[src/rtl/normalizer_frame_ctrl.sv]
// Per-frame sequencer: scans raw frame RAM for signed min/max, loads min/range into
// the normalizer, starts it, counts its pixel writes and flags done/timeout/dropped frames.
module normalizer_frame_ctrl #(
    parameter int unsigned DATAW          = 16,
    parameter int unsigned MAX_ADDR       = 767,
    parameter int unsigned RD_LATENCY     = 1,
    parameter int unsigned TIMEOUT_CYCLES = 4096,
    localparam int unsigned ADDRW         = $clog2(MAX_ADDR + 1)
) (
    input  logic             i_clk,
    input  logic             i_rst,
    input  logic             i_frame_ready,
    output logic             o_scan_rd_valid,
    output logic [ADDRW-1:0] o_scan_rd_addr,
    input  logic [DATAW-1:0] i_scan_rd_data,
    output logic             o_norm_start,
    output logic [DATAW-1:0] o_norm_min,
    output logic [DATAW-1:0] o_norm_range,
    input  logic             i_norm_wr_valid,
    output logic             o_busy,
    output logic             o_done,
    output logic             o_error,
    output logic             o_frame_dropped
);

    localparam int unsigned CNTW = $clog2(MAX_ADDR + 2);
    localparam int unsigned TOW  = $clog2(TIMEOUT_CYCLES + 1);

    typedef enum logic [2:0] {
        IDLE,
        SCAN,
        FLUSH,
        CALC,
        START,
        WAIT_NORM,
        DONE
    } state_t;

    state_t                   state;
    state_t                   state_n;
    logic [RD_LATENCY-1:0]    ret_pipe;
    logic                     ret_valid;
    logic                     seen;
    logic signed [DATAW-1:0]  min_q;
    logic signed [DATAW-1:0]  max_q;
    logic [DATAW-1:0]         range_c;
    logic [CNTW-1:0]          beat_cnt;
    logic [CNTW-1:0]          beat_nxt;
    logic [TOW-1:0]           cyc_cnt;
    logic                     complete_c;
    logic                     timeout_c;

    assign ret_valid  = ret_pipe[RD_LATENCY-1];
    assign beat_nxt   = beat_cnt + CNTW'(i_norm_wr_valid);
    assign complete_c = (state == WAIT_NORM) && (beat_nxt == CNTW'(MAX_ADDR + 1));
    assign timeout_c  = (state == WAIT_NORM) && !complete_c
                        && (cyc_cnt == TOW'(TIMEOUT_CYCLES - 1));
    // Range is formed one bit wider so that max-min of any signed pair fits unsigned.
    assign range_c    = DATAW'({max_q[DATAW-1], max_q} - {min_q[DATAW-1], min_q});

    // State register
    always_ff @(posedge i_clk or posedge i_rst) begin
        if (i_rst) begin
            state <= IDLE;
        end else begin
            state <= state_n;
        end
    end

    // Next-state logic
    always_comb begin
        state_n = state;
        case (state)
            IDLE:      if (i_frame_ready) state_n = SCAN;
            SCAN:      if (o_scan_rd_addr == ADDRW'(MAX_ADDR)) state_n = FLUSH;
            FLUSH:     if (ret_pipe == '0) state_n = CALC;
            CALC:      state_n = START;
            START:     state_n = WAIT_NORM;
            WAIT_NORM: begin
                if (complete_c) begin
                    state_n = DONE;
                end else if (timeout_c) begin
                    state_n = IDLE;
                end
            end
            DONE:      state_n = IDLE;
            default:   state_n = IDLE;
        endcase
    end

    // Registered outputs, scan datapath and normalizer beat/cycle counters
    always_ff @(posedge i_clk or posedge i_rst) begin
        if (i_rst) begin
            o_scan_rd_valid <= 1'b0;
            o_scan_rd_addr  <= '0;
            o_norm_start    <= 1'b0;
            o_norm_min      <= '0;
            o_norm_range    <= '0;
            o_busy          <= 1'b0;
            o_done          <= 1'b0;
            o_error         <= 1'b0;
            o_frame_dropped <= 1'b0;
            ret_pipe        <= '0;
            seen            <= 1'b0;
            min_q           <= '0;
            max_q           <= '0;
            beat_cnt        <= '0;
            cyc_cnt         <= '0;
        end else begin
            o_scan_rd_valid <= (state_n == SCAN);
            o_scan_rd_addr  <= ((state == SCAN) && (state_n == SCAN))
                               ? o_scan_rd_addr + ADDRW'(1) : '0;
            o_norm_start    <= (state_n == START);
            o_busy          <= (state_n != IDLE);
            o_done          <= (state_n == DONE);
            o_error         <= timeout_c;
            o_frame_dropped <= i_frame_ready && (state != IDLE);
            ret_pipe        <= RD_LATENCY'({ret_pipe, o_scan_rd_valid});

            if ((state == IDLE) && (state_n == SCAN)) begin
                seen <= 1'b0;
            end else if (ret_valid) begin
                seen <= 1'b1;
                if (!seen) begin
                    min_q <= i_scan_rd_data;
                    max_q <= i_scan_rd_data;
                end else begin
                    if ($signed(i_scan_rd_data) < min_q) min_q <= i_scan_rd_data;
                    if ($signed(i_scan_rd_data) > max_q) max_q <= i_scan_rd_data;
                end
            end

            if (state == CALC) begin
                o_norm_min   <= min_q;
                o_norm_range <= range_c;
            end

            if ((state == WAIT_NORM) && (state_n == WAIT_NORM)) begin
                beat_cnt <= beat_nxt;
                cyc_cnt  <= cyc_cnt + TOW'(1);
            end else begin
                beat_cnt <= '0;
                cyc_cnt  <= '0;
            end
        end
    end

endmodule

[config.mk]
export PLATFORM = sky130hd
export DESIGN_NAME = normalizer_frame_ctrl
export DESIGN_NICKNAME = d
export VERILOG_FILES = /design/src/rtl/normalizer_frame_ctrl.sv
export SDC_FILE = /design/constraint.sdc
export NUM_CORES = 1
export LEC_CHECK = 0
export CAP_MARGIN = 20
export CORE_MARGIN = 2
export CORE_UTILIZATION = 50
export DETAILED_ROUTE_END_ITERATION = 10
export PLACE_DENSITY = 0.73
export SLEW_MARGIN = 10
export SYNTH_ARGS = -nofsm -noshare
export SYNTH_HDL_FRONTEND = slang
export SYNTH_SLANG_ARGS = --single-unit
[constraint.sdc]
create_clock -name i_clk -period 5.95 [get_ports i_clk]
set_input_delay 1.19 -clock i_clk [delete_from_list [all_inputs] [get_ports i_clk]]
set_output_delay 1.19 -clock i_clk [all_outputs]
set_load 0.05 [all_outputs]
After elaboration in Yosys (flattened, before gate mapping)
Cells that the tools add are included.
- divide/modulo/power cells: 0
- multiplexer cells: 15
- shift operators: 0
- bitwise operators: 1
- equal/unequal tests: 14
- reduce and logical (&&, ||, !) cells: 14
- add/subtract/negate cells: 4
- order comparisons: 2
- multiply operators: 0
- operators by type and width (operator ; number):
    2-to-1 mux 16 bit ; 4
    == test 10 bit (second input constant) ; 2
    2-to-1 mux 10 bit ; 2
    case mux 3 bit (6 select lines) ; 1
    > comparator 16 bit ; 1
    less-than comparator 16 bit ; 1
    subtractor 16 bit ; 1
    == test 3 bit (second input constant) ; 5
    2-to-1 mux 3 bit ; 5
    adder 13 x 1 -> 13 bit (second input constant) ; 1
    == test 13 x 12 -> 1 bit (second input constant) ; 1
    2-to-1 mux 13 bit ; 1
    adder 10 x 1 -> 10 bit ; 1
    adder 10 x 1 -> 10 bit (second input constant) ; 1
    logical AND 1 bit ; 7
    == test 3 x 1 -> 1 bit (second input constant) ; 2
    == test 3 x 2 -> 1 bit (second input constant) ; 2
    AND reduction 3 bit ; 2
    nonzero test 3 bit ; 2
    inequality test 2 x 1 -> 1 bit (second input constant) ; 2
    logical NOT 3 bit ; 1
    2-to-1 mux 1 bit ; 2
    nonzero test 2 bit ; 1
    logical NOT 1 bit ; 1
    inverter 1 bit ; 1
- register bits after elaboration: 108
- bits in read-only memories: 0
- bits in writable memories: 0
- output and inout port bits: 48
- memories kept: 0
- bits of input ports: 20
- bits in latches: 0

Logic depth before layout (Yosys ltp)
Gate-level depths: netlist (run 1).
- word-level depth: 13
- gate-level depth with buffers: 10
- depth with buffers taken out: 10

Worst setup path after synthesis (run 1)
Ideal clock, no wire load.
- path kind: input-to-reg
- start: input i_scan_rd_data[4]
- end: register max_q[1]
- setup time: 0.128 ns
- arrival: 3.038 ns
- data required time: 5.822 ns
- setup slack: 2.784 ns
- stages: 9
- cells stage by stage: ha_1 and4_1 o21a_1 o31a_1 o31ai_1 o21ai_1 nand3_2 buf_2 mux2_1
- longest elaborated chain between the ends: 3
- RTL lines (item ; line ; text):
    start: declaration ; 15 ; input logic [DATAW-1:0] i_scan_rd_data,
    > comparator 16 bit ; 129 ; if ($signed(i_scan_rd_data) > max_q) max_q <= i_scan_rd_data;
    inequality test 2 x 1 -> 1 bit (no source line) ; -- ;
    AND reduction 3 bit (no source line) ; -- ;
    end signal: assignment ; 126 ; max_q <= i_scan_rd_data;
    end signal: assignment ; 129 ;
    end: declaration ; 45 ; logic signed [DATAW-1:0] max_q;
Every way passes these cells.
A chain may end at the register's enable or synchronous reset.

Worst setup path in the final report (run 1)
- start: input i_scan_rd_data[13]
- end: register min_q[9]
- longest elaborated chain between the ends: 3
- RTL lines (item ; line ; text):
    less-than comparator 16 bit ; 128 ; if ($signed(i_scan_rd_data) < min_q) min_q <= i_scan_rd_data;
    inequality test 2 x 1 -> 1 bit (no source line) ; -- ;
    AND reduction 3 bit (no source line) ; -- ;
    end signal: assignment ; 125 ; min_q <= i_scan_rd_data;
    end signal: assignment ; 128 ;
    end: declaration ; 44 ; logic signed [DATAW-1:0] min_q;
Every way passes these cells.

==> results of run 1 <==
cell usage after synthesis, drive strengths merged, types with 4 or more instances:
library cell	instances
o21ai	38
nand3	19
nor3	4
xor2	17
a21oi	24
dfrtp	108
and3	11
nor2b	8
xnor2	25
nor2	50
ha	50
o21a	7
nand2	51
a21o	12
inv	42
nand2b	5
clkbuf	13
mux2	31
buf	5
nand4	7
power by group:
group,leakage [nW],internal (W),switching [W],total (W)
registers,1.40,0.000867,0.000107,0.000974
clock network,0.145,0.000344,0.000253,0.000597
logic,1.67,0.000638,0.000800,0.00144
worst paths after layout:
path	endpoint	cells after the start
min in group asynchronous	min_q[4]	2
max	min_q[9]	9
max reg2reg	min_q[9]	7
min	ret_pipe	0
max in group asynchronous	cyc_cnt[7]	3
min reg2reg	ret_pipe	0
critical path: cells and delay by family:
family | cells | cell delay (ns)
AO/OA/AOI/OAI | 5 | 1.47
multiplexers | 2 | 0.52
buffers and inverters | 1 | 0.48
adder cells (fa/ha/maj) | 1 | 0.35
per-layer routing:
metal	wire length [µm]	part of all wire, %
met1	5410	46
met2	5690	49
met5	0	0
met4	243	2.1
met3	315	2.7
metrics by stage:
stage / instance area [µm²] / power, W / cells / setup WS (ns)
2_1_floorplan: 5830 / 0.00207 / 570 / 1.91
3_3_place_gp: 6620 / 0.00236 / 764 / 1.86
3_5_place_dp: 6620 / 0.00242 / 764 / 1.79
4_1_cts: 6910 / 0.00302 / 778 / 2.14
5_1_grt: 6910 / 0.00325 / 778 / 1.99
6_report: 6910 / 0.00301 / 778 / 2.16
final cells by class:
type                    instances  area [µm²]
flip-flops and latches        108        2700
clock buffers                  12         256
multi-input cells             402        2890
inverters                      42         160
clock inverters                 2        35.0
repair buffers                 69         686
fillers                       959        4510
well taps                     143         179
flip-flops by register name, summed over array words and instances, names as in the netlist:
name,cells
beat_cnt,10
cyc_cnt,13
max_q,16
min_q,16
o_busy,1
o_done,1
o_error,1
o_frame_dropped,1
o_norm_min,16
o_norm_range,16
o_norm_start,1
o_scan_rd_addr,10
o_scan_rd_valid,1
ret_pipe,1
seen,1
state,3
cells by family (layout without fill, tap and decap cells):
| logic type | count (synthesis) | after routing | synth area share (%) |
|---|---|---|---|
| flip-flops | 108 | 108 | 46.3 |
| buffers and inverters | 60 | 125 | 4.08 |
| AND/OR/NAND/NOR | 171 | 171 | 14.4 |
| XOR/XNOR | 42 | 42 | 6.31 |
| adder cells (fa/ha/maj) | 51 | 51 | 11.1 |
| AO/OA/AOI/OAI | 104 | 104 | 11.3 |
| multiplexers | 34 | 34 | 6.50 |
==> impl_metrics.toml, run 1 <==
[worst_setup_path]
path_cells = "clkdlybuf4s50_1 > ha_1 > a21o_1 > a211oi_1 > mux2i_1 > a21oi_1 > o21ai_1 > a21oi_2 > mux2_2"
cp_slowest_stage_delay_ns = 0.77
cpMaxStageDelayCell = "a21oi_2"
cp-start-kind = "input port"
cp_max_fo = 16
reg2reg_slack_ns = 3.07
worstSetupStartpoint = "i_scan_rd_data[13]"
r2r_start = "min_q[4]"
cp-end-kind = "flip-flop"
crit_type = "input port to flip-flop"
worstPathArrival_ns = 4.02
crit_required_ns = 6.19

[logic_synthesis]
syn_inst = 570
synth_edf_count = 0
synth_cell_types = 54
ys_ff_latch = 108
synth_warnings = 0
synth_top_area_share_pct = 46.3
syn_area_per_cell_um2 = 10.2
synthTopCellsByArea = "dfrtp_1 46%, ha_1 11%, xnor2_1 3.8%"
yosys_most_used_dff = "dfrtp_1"
ys_seq_area_share_pct = 46.3
synthesis.nets = 641
syn-cell-area_um2 = 5830
yosys.area.top_type = "dfrtp_1"
async_flop_share_pct = 100

[cts]
cts_setup_buffers = 0
cts.clk_slew.worst_paths_ns = 0.06
cts_hold_buf = 0
numCtsBuffers = 9
cts_tree = "done"
cts-resized-gates = 0
cts_htree_levels = 3
clkSinkCount = 108
clk_latency_ns = 0.35
cts-root-buf = "clkbuf_16"
clockBufferDepth = 2

[hold_path]
hold_path.startpoint = "o_scan_rd_valid"
hp-class = "flip-flop to flip-flop"

[detailed_routing]
post_drt_wl_per_cell_um = 15.0
drc = 0
final_antenna_net_count = 0
drt_iter0_drc = 149
drtPass1Iterations = 4
wirelength_mm = 11.7
avgViaCountPerCell = 5.37
routed-via-count = 4177

[floorplan]
ios = 68
start_util_pct = 51.1
die_y_um = 112
dieArea_um2 = 12500
die_w_um = 112
coreArea_um2 = 11400
core.rowCount = 39

[final_layout]
mostFrequentLayoutCells = "108 x dfrtp_1, 67 x clkdlybuf4s50_1, 51 x nand2_1"
drive_gt1_share_pct = 5.98
fin_nets = 703
post-route-util_pct = 60.5
synthToLayoutAreaGrowth_pct = 18.5
mostFrequentLayoutCell = "dfrtp_1"
n_antenna_cell = 0

[place]
portBuffers = 67
place_congestion = 0.936
dpl.hpwl_mm = 8.65

[sta]
tns_ns = 0
finalCritPeriodShare_pct = 63.7
grt_setup_unrepaired = "no"
fmax_mhz = 264
clock_skew_ns = 0.00857
hold_viol_final = 0
worst_pin_slew_ns = 1.03
min_period_ns = 3.79
drv_slew = 0
maxSlewHeadroom_pct = 31.1
setup_viol = 0
whs_ns = 0.382

[flow_run]
drv_cap = 0

[power]
vdd_drop_max_mv = 0.189
power_density_nw_per_um2 = 436
total_leakage_power_nw = 3.22

[global_route]
grt-busiest-layer = "met2"
grt_pass1_vias = 4134
track_usage_pct = 19.4
grt.met2_usage_pct = 32.5
grt_pass1_wl_mm = 19.6
use_met3_pct = 2.89
grt_antenna_before_repair = 0
globalRouteMet1Util_pct = 25.3
grt_overflow_total = 0
grt_max_degree = 70

[status]
status = "finished clean"
Power figures use the tool's default switching activity.
==> run 2: changes to the inputs <==
PLACE_DENSITY = 0.76   (was 0.73)
clock period = 3.15 ns   (was 5.95 ns; I/O delays follow)
==> run 2 against run 1 <==
Worst hold slack lost 0.0058 ns. Die area is the same. Setup slack got worse by 1.8 ns. Sequential cell count stayed put. Cell count is 2.1% higher. Core utilization up 0.96 points. Clock power up 76%. Sequential power up 89%. Largest power group unchanged. Non-clock buffer count is 14 higher. Combinational power up 94%. Register-to-register slack worse by 2.4 ns.
==> impl_metrics.toml, run 2 (same netlist as run 1, synthesis figures left out) <==
[status]
status = "finished clean"

[cts]
clk_latency_ns = 0.35
cts_hold_buf = 0
cts.clk_slew.worst_paths_ns = 0.07
cts_htree_levels = 3
cts_tree = "done"
cts-root-buf = "clkbuf_16"
cts_setup_buffers = 0
cts-resized-gates = 0
numCtsBuffers = 9
clockBufferDepth = 2
clkSinkCount = 108

[power]
power_density_nw_per_um2 = 811
combPwrFrac_pct = 49.2
p_switching_w = 0.00221
swShare_pct = 38.9
clock_power_share_pct = 18.4
p_seq_share_pct = 32.4
vdd_drop_max_mv = 0.346
internal_power_w = 0.00348
total_leakage_power_nw = 3.28

[place]
place_congestion = 0.899
placed_cells = 778
dpl.hpwl_mm = 8.86
portBuffers = 67

[global_route]
grt_max_degree = 109
grt_pass1_wl_mm = 20.2
grt_overflow_total = 0
grt_antenna_before_repair = 0
grt_pass1_vias = 4328
track_usage_pct = 19.8

[final_layout]
fin_cells = 794
mostFrequentLayoutCell = "dfrtp_1"
mostFrequentLayoutCells = "108 x dfrtp_1, 67 x clkdlybuf4s50_1, 51 x nand2_1"
fillCellCount = 945
drive_gt1_share_pct = 8.29
synthToLayoutAreaGrowth_pct = 20.4
post-route-util_pct = 61.5
n_antenna_cell = 0
fin_nets = 717

[sta]
setup_viol = 0
finalCritPeriodShare_pct = 88.4
maxSlewHeadroom_pct = 62.6
worst_pin_slew_ns = 0.562
fmax_mhz = 359
hold_viol_final = 0
min_period_ns = 2.78
clock_skew_ns = 0.00562
grt_setup_unrepaired = "no"
drv_slew = 0

[detailed_routing]
final_antenna_net_count = 0
avgViaCountPerCell = 5.31
post_drt_wl_per_cell_um = 14.8
routed-via-count = 4219
wirelength_mm = 11.8
drc = 0
drt_iter0_drc = 192
drtPass1Iterations = 4

[floorplan]
core.rowCount = 39
coreArea_um2 = 11400
ios = 68
die_w_um = 112
start_util_pct = 51.1
die_y_um = 112
dieArea_um2 = 12500

[worst_setup_path]
cp_max_fo = 16
crit_type = "input port to flip-flop"
worstPathArrival_ns = 3.02
cp-start-kind = "input port"
cp-end-kind = "flip-flop"
crit_required_ns = 3.38

[flow_run]
drv_cap = 0

[hold_path]
hp-class = "flip-flop to flip-flop"
[run 2: changes by cell type in the layout (fill, tap and decap cells not counted), sizes merged]
cell      change
clkbuf        -1
buf          +14
bufinv        -1
clkinv        +3
inv           -1
clkinvlp      +2
[run 2: critical path: stages]
cell and delay [ns]:
clkdlybuf4s50_1 0.48, ha_1 0.36, and4_1 0.25, o21a_1 0.11, o31a_1 0.23, o31ai_1 0.24, o21ai_1 0.12, nand3_2 0.10
buf_12 0.16, mux2_1 0.34
[run 2: path summary, 6_finish.rpt]
| path | start | end | slack (ns) | cells after the start |
|---|---|---|---|---|
| max | i_scan_rd_data[4] | max_q[9] | 0.37 | 10 |
| min | o_scan_rd_valid | ret_pipe | 0.38 | 0 |
| max reg2reg | min_q[0] | o_norm_range[14] | 0.70 | 8 |
| min reg2reg | o_scan_rd_valid | ret_pipe | 0.38 | 0 |
| max in group asynchronous | i_rst | o_norm_min[15] | 1.95 | 3 |
| min in group asynchronous | i_rst | min_q[4] | 0.80 | 3 |
[run 2: metal layers]
metal / track usage [%] / wire length, µm / share of wire (%)
met3: 2.78 / 326 / 2.8
met1: 25.4 / 5310 / 45
met5: 0 / 0 / 0
met4: 9.35 / 323 / 2.7
met2: 33.5 / 5800 / 49
[run 2: metrics by stage]
stage               hold slack, ns  total power [W]  setup slack (ns)  area, µm²  setup TNS (ns)
CTS                          0.381          0.00573             0.354       7020               0
global route                 0.403          0.00612             0.180       7020               0
detailed placement           0.366          0.00465           -0.0207       6750          -0.115
global placement             0.361          0.00453            0.0217       6750               0
floorplan                    0.448          0.00391             0.544       5840               0
finish                       0.376          0.00569             0.366       7020               0
[run 2: power by group through the flow]
stage / Clock, W / Sequential [W] / Combinational, W
after CTS: 0.00108 / 0.00184 / 0.00281
after floorplan: 0 / 0.00191 / 0.00200
after global placement: 0 / 0.00185 / 0.00268
after global routing: 0.00112 / 0.00188 / 0.00312
after detailed placement: 0 / 0.00187 / 0.00278
final: 0.00105 / 0.00184 / 0.00280
[run 2: cell type report]
type	count	area, µm²	area share (%)
tap	143	179	2.55
timing repair buffer	83	816	11.6
clock inverter	5	27.5	0.392
multi-input combinational	402	2890	41.2
clock buffer	11	243	3.46
inverter	42	161	2.30
sequential	108	2700	38.5
==> run 3: changes to the inputs <==
GPL_TIMING_DRIVEN = 0   (was unset)
==> run 3 against run 2 <==
Sequential share of layout area down 0.48 points. Routed wire length rose by 3.8%. Sequential cell count is the same. Setup slack worse by 0.23 ns. Combinational power about the same. Final area is 1.3% higher. Critical endpoint is now max_q[6]. Largest power group unchanged. Highest routed layer unchanged.
==> impl_metrics.toml, run 3 (same netlist as run 1, synthesis figures left out) <==
[status]
status = "finished clean"

[sta]
clock_skew_ns = 0.0120
min_period_ns = 3.01
drv_slew = 0
worst_pin_slew_ns = 0.662
fmax_mhz = 332
grt_setup_unrepaired = "no"
maxSlewHeadroom_pct = 55.9
hold_viol_final = 0
setup_ws_ns = 0.136
setup_viol = 0
finalCritPeriodShare_pct = 95.7
tns_ns = 0
whs_ns = 0.405

[worst_setup_path]
path_cells = "clkdlybuf4s50_1 > ha_1 > and4_1 > o21a_1 > o31a_1 > o31ai_2 > o21ai_1 > nand3_2 > buf_4 > mux2_1"
crit_type = "input port to flip-flop"
cpMaxStageDelayCell = "clkdlybuf4s50_1"
cp-start-kind = "input port"
worstPathArrival_ns = 3.25
cp-end-kind = "flip-flop"
crit_required_ns = 3.38
cp_max_fo = 10
cp_slowest_stage_delay_ns = 0.48

[final_layout]
final_area_um2 = 7110
fin_nets = 724
fillCellCount = 949
drive_gt1_share_pct = 7.60
n_antenna_cell = 0
synthToLayoutAreaGrowth_pct = 21.9
mostFrequentLayoutCells = "108 x dfrtp_1, 67 x clkdlybuf4s50_1, 51 x nand2_1"
mostFrequentLayoutCell = "dfrtp_1"

[floorplan]
core.rowCount = 39
coreArea_um2 = 11400
start_util_pct = 51.1
dieArea_um2 = 12500
ios = 68
die_w_um = 112
die_y_um = 112

[flow_run]
drv_cap = 0

[global_route]
grt_overflow_total = 0
track_usage_pct = 20.3
grt_max_degree = 39
grt_pass1_vias = 4387
grt_antenna_before_repair = 0
grt_pass1_wl_mm = 20.6

[detailed_routing]
drtPass1Iterations = 4
drc = 0
wirelength_mm = 12.2
final_antenna_net_count = 0
post_drt_wl_per_cell_um = 15.2
drt_iter0_drc = 221
avgViaCountPerCell = 5.38
routed-via-count = 4311

[cts]
clk_latency_ns = 0.35
cts_tree = "done"
cts-root-buf = "clkbuf_16"
clkSinkCount = 108
cts_htree_levels = 3
numCtsBuffers = 9
cts_hold_buf = 0
cts.clk_slew.worst_paths_ns = 0.07
clockBufferDepth = 2

[place]
dpl_cell_area_um2 = 6750
place_ws_ns = -0.352
place_congestion = 0.893
dpl.hpwl_mm = 9.30
portBuffers = 67

[hold_path]
hp-class = "flip-flop to flip-flop"

[power]
power_density_nw_per_um2 = 828
total_leakage_power_nw = 3.30
vdd_drop_max_mv = 0.370
-- run 3: changes by cell type in the layout (fill, tap and decap cells not counted), sizes merged --
cell,before,now
clkbuf,11,25
buf,16,9
clkinv,4,0
bufinv,0,2
clkinvlp,2,3
inv,41,42
-- run 3: path summary, 6_finish.rpt --
check                                  start              to  slack, ns  cells after the start
max                        i_scan_rd_data[4]        max_q[6]       0.14                     10
min                          o_scan_rd_valid        ret_pipe       0.41                      0
max reg2reg                        max_q[15]        max_q[6]       0.51                      9
min reg2reg                  o_scan_rd_valid        ret_pipe       0.41                      0
max in group asynchronous              i_rst  o_norm_min[15]       1.59                      5
min in group asynchronous              i_rst        min_q[4]       0.61                      2
-- run 3: report_power, final --
group          internal, W  switching [W]
Combinational      0.00126        0.00155
Sequential         0.00164       0.000201
Clock             0.000722       0.000519
-- run 3: metrics by stage --
step / instances / utilization (%) / power [W]
after floorplan: 570 / - / 0.00391
after global placement: 780 / 58.5 / 0.00444
after detailed placement: 783 / 59.1 / 0.00458
after CTS: 799 / 62.0 / 0.00585
after global routing: 801 / 62.3 / 0.00629
final: 801 / 62.3 / 0.00589
-- run 3: final cells by class --
cell class,count,area [µm²],share of cell area (%)
repair buffers,72,746,10.5
inverters,42,161,2.27
multi-input cells,402,2910,40.9
well taps,143,179,2.52
clock inverters,5,83.8,1.18
flip-flops and latches,108,2700,38.0
clock buffers,11,243,3.41
plain buffers,18,85.1,1.20
-- run 3: worst max-delay path: cells and delay by family --
kind | cells | cell delay (ns)
compound gates | 4 | 0.77
fa+ha+maj | 1 | 0.36
buf+inv | 2 | 0.72
mux | 1 | 0.34
simple gates | 2 | 0.40
-- run 3: timing repair --
| item | 4_1_cts | 5_1_grt |
|---|---|---|
| buffers inserted | 0 | 2 |
| resized for setup | 1 | 5 |
| endpoints found under the setup margin | 2 | 20 |
| pin swaps | 0 | 2 |
-- run 3: layer usage --
layer	track usage, %	wire (µm)	vias to the layer above	part of all wire [%]
li1	-	-	2129	-
met1	25.8	5520	2064	45
met2	34.0	5880	87	48
met3	3.86	448	31	3.7
met4	8.94	352	0	2.9
met5	0	0	-	0
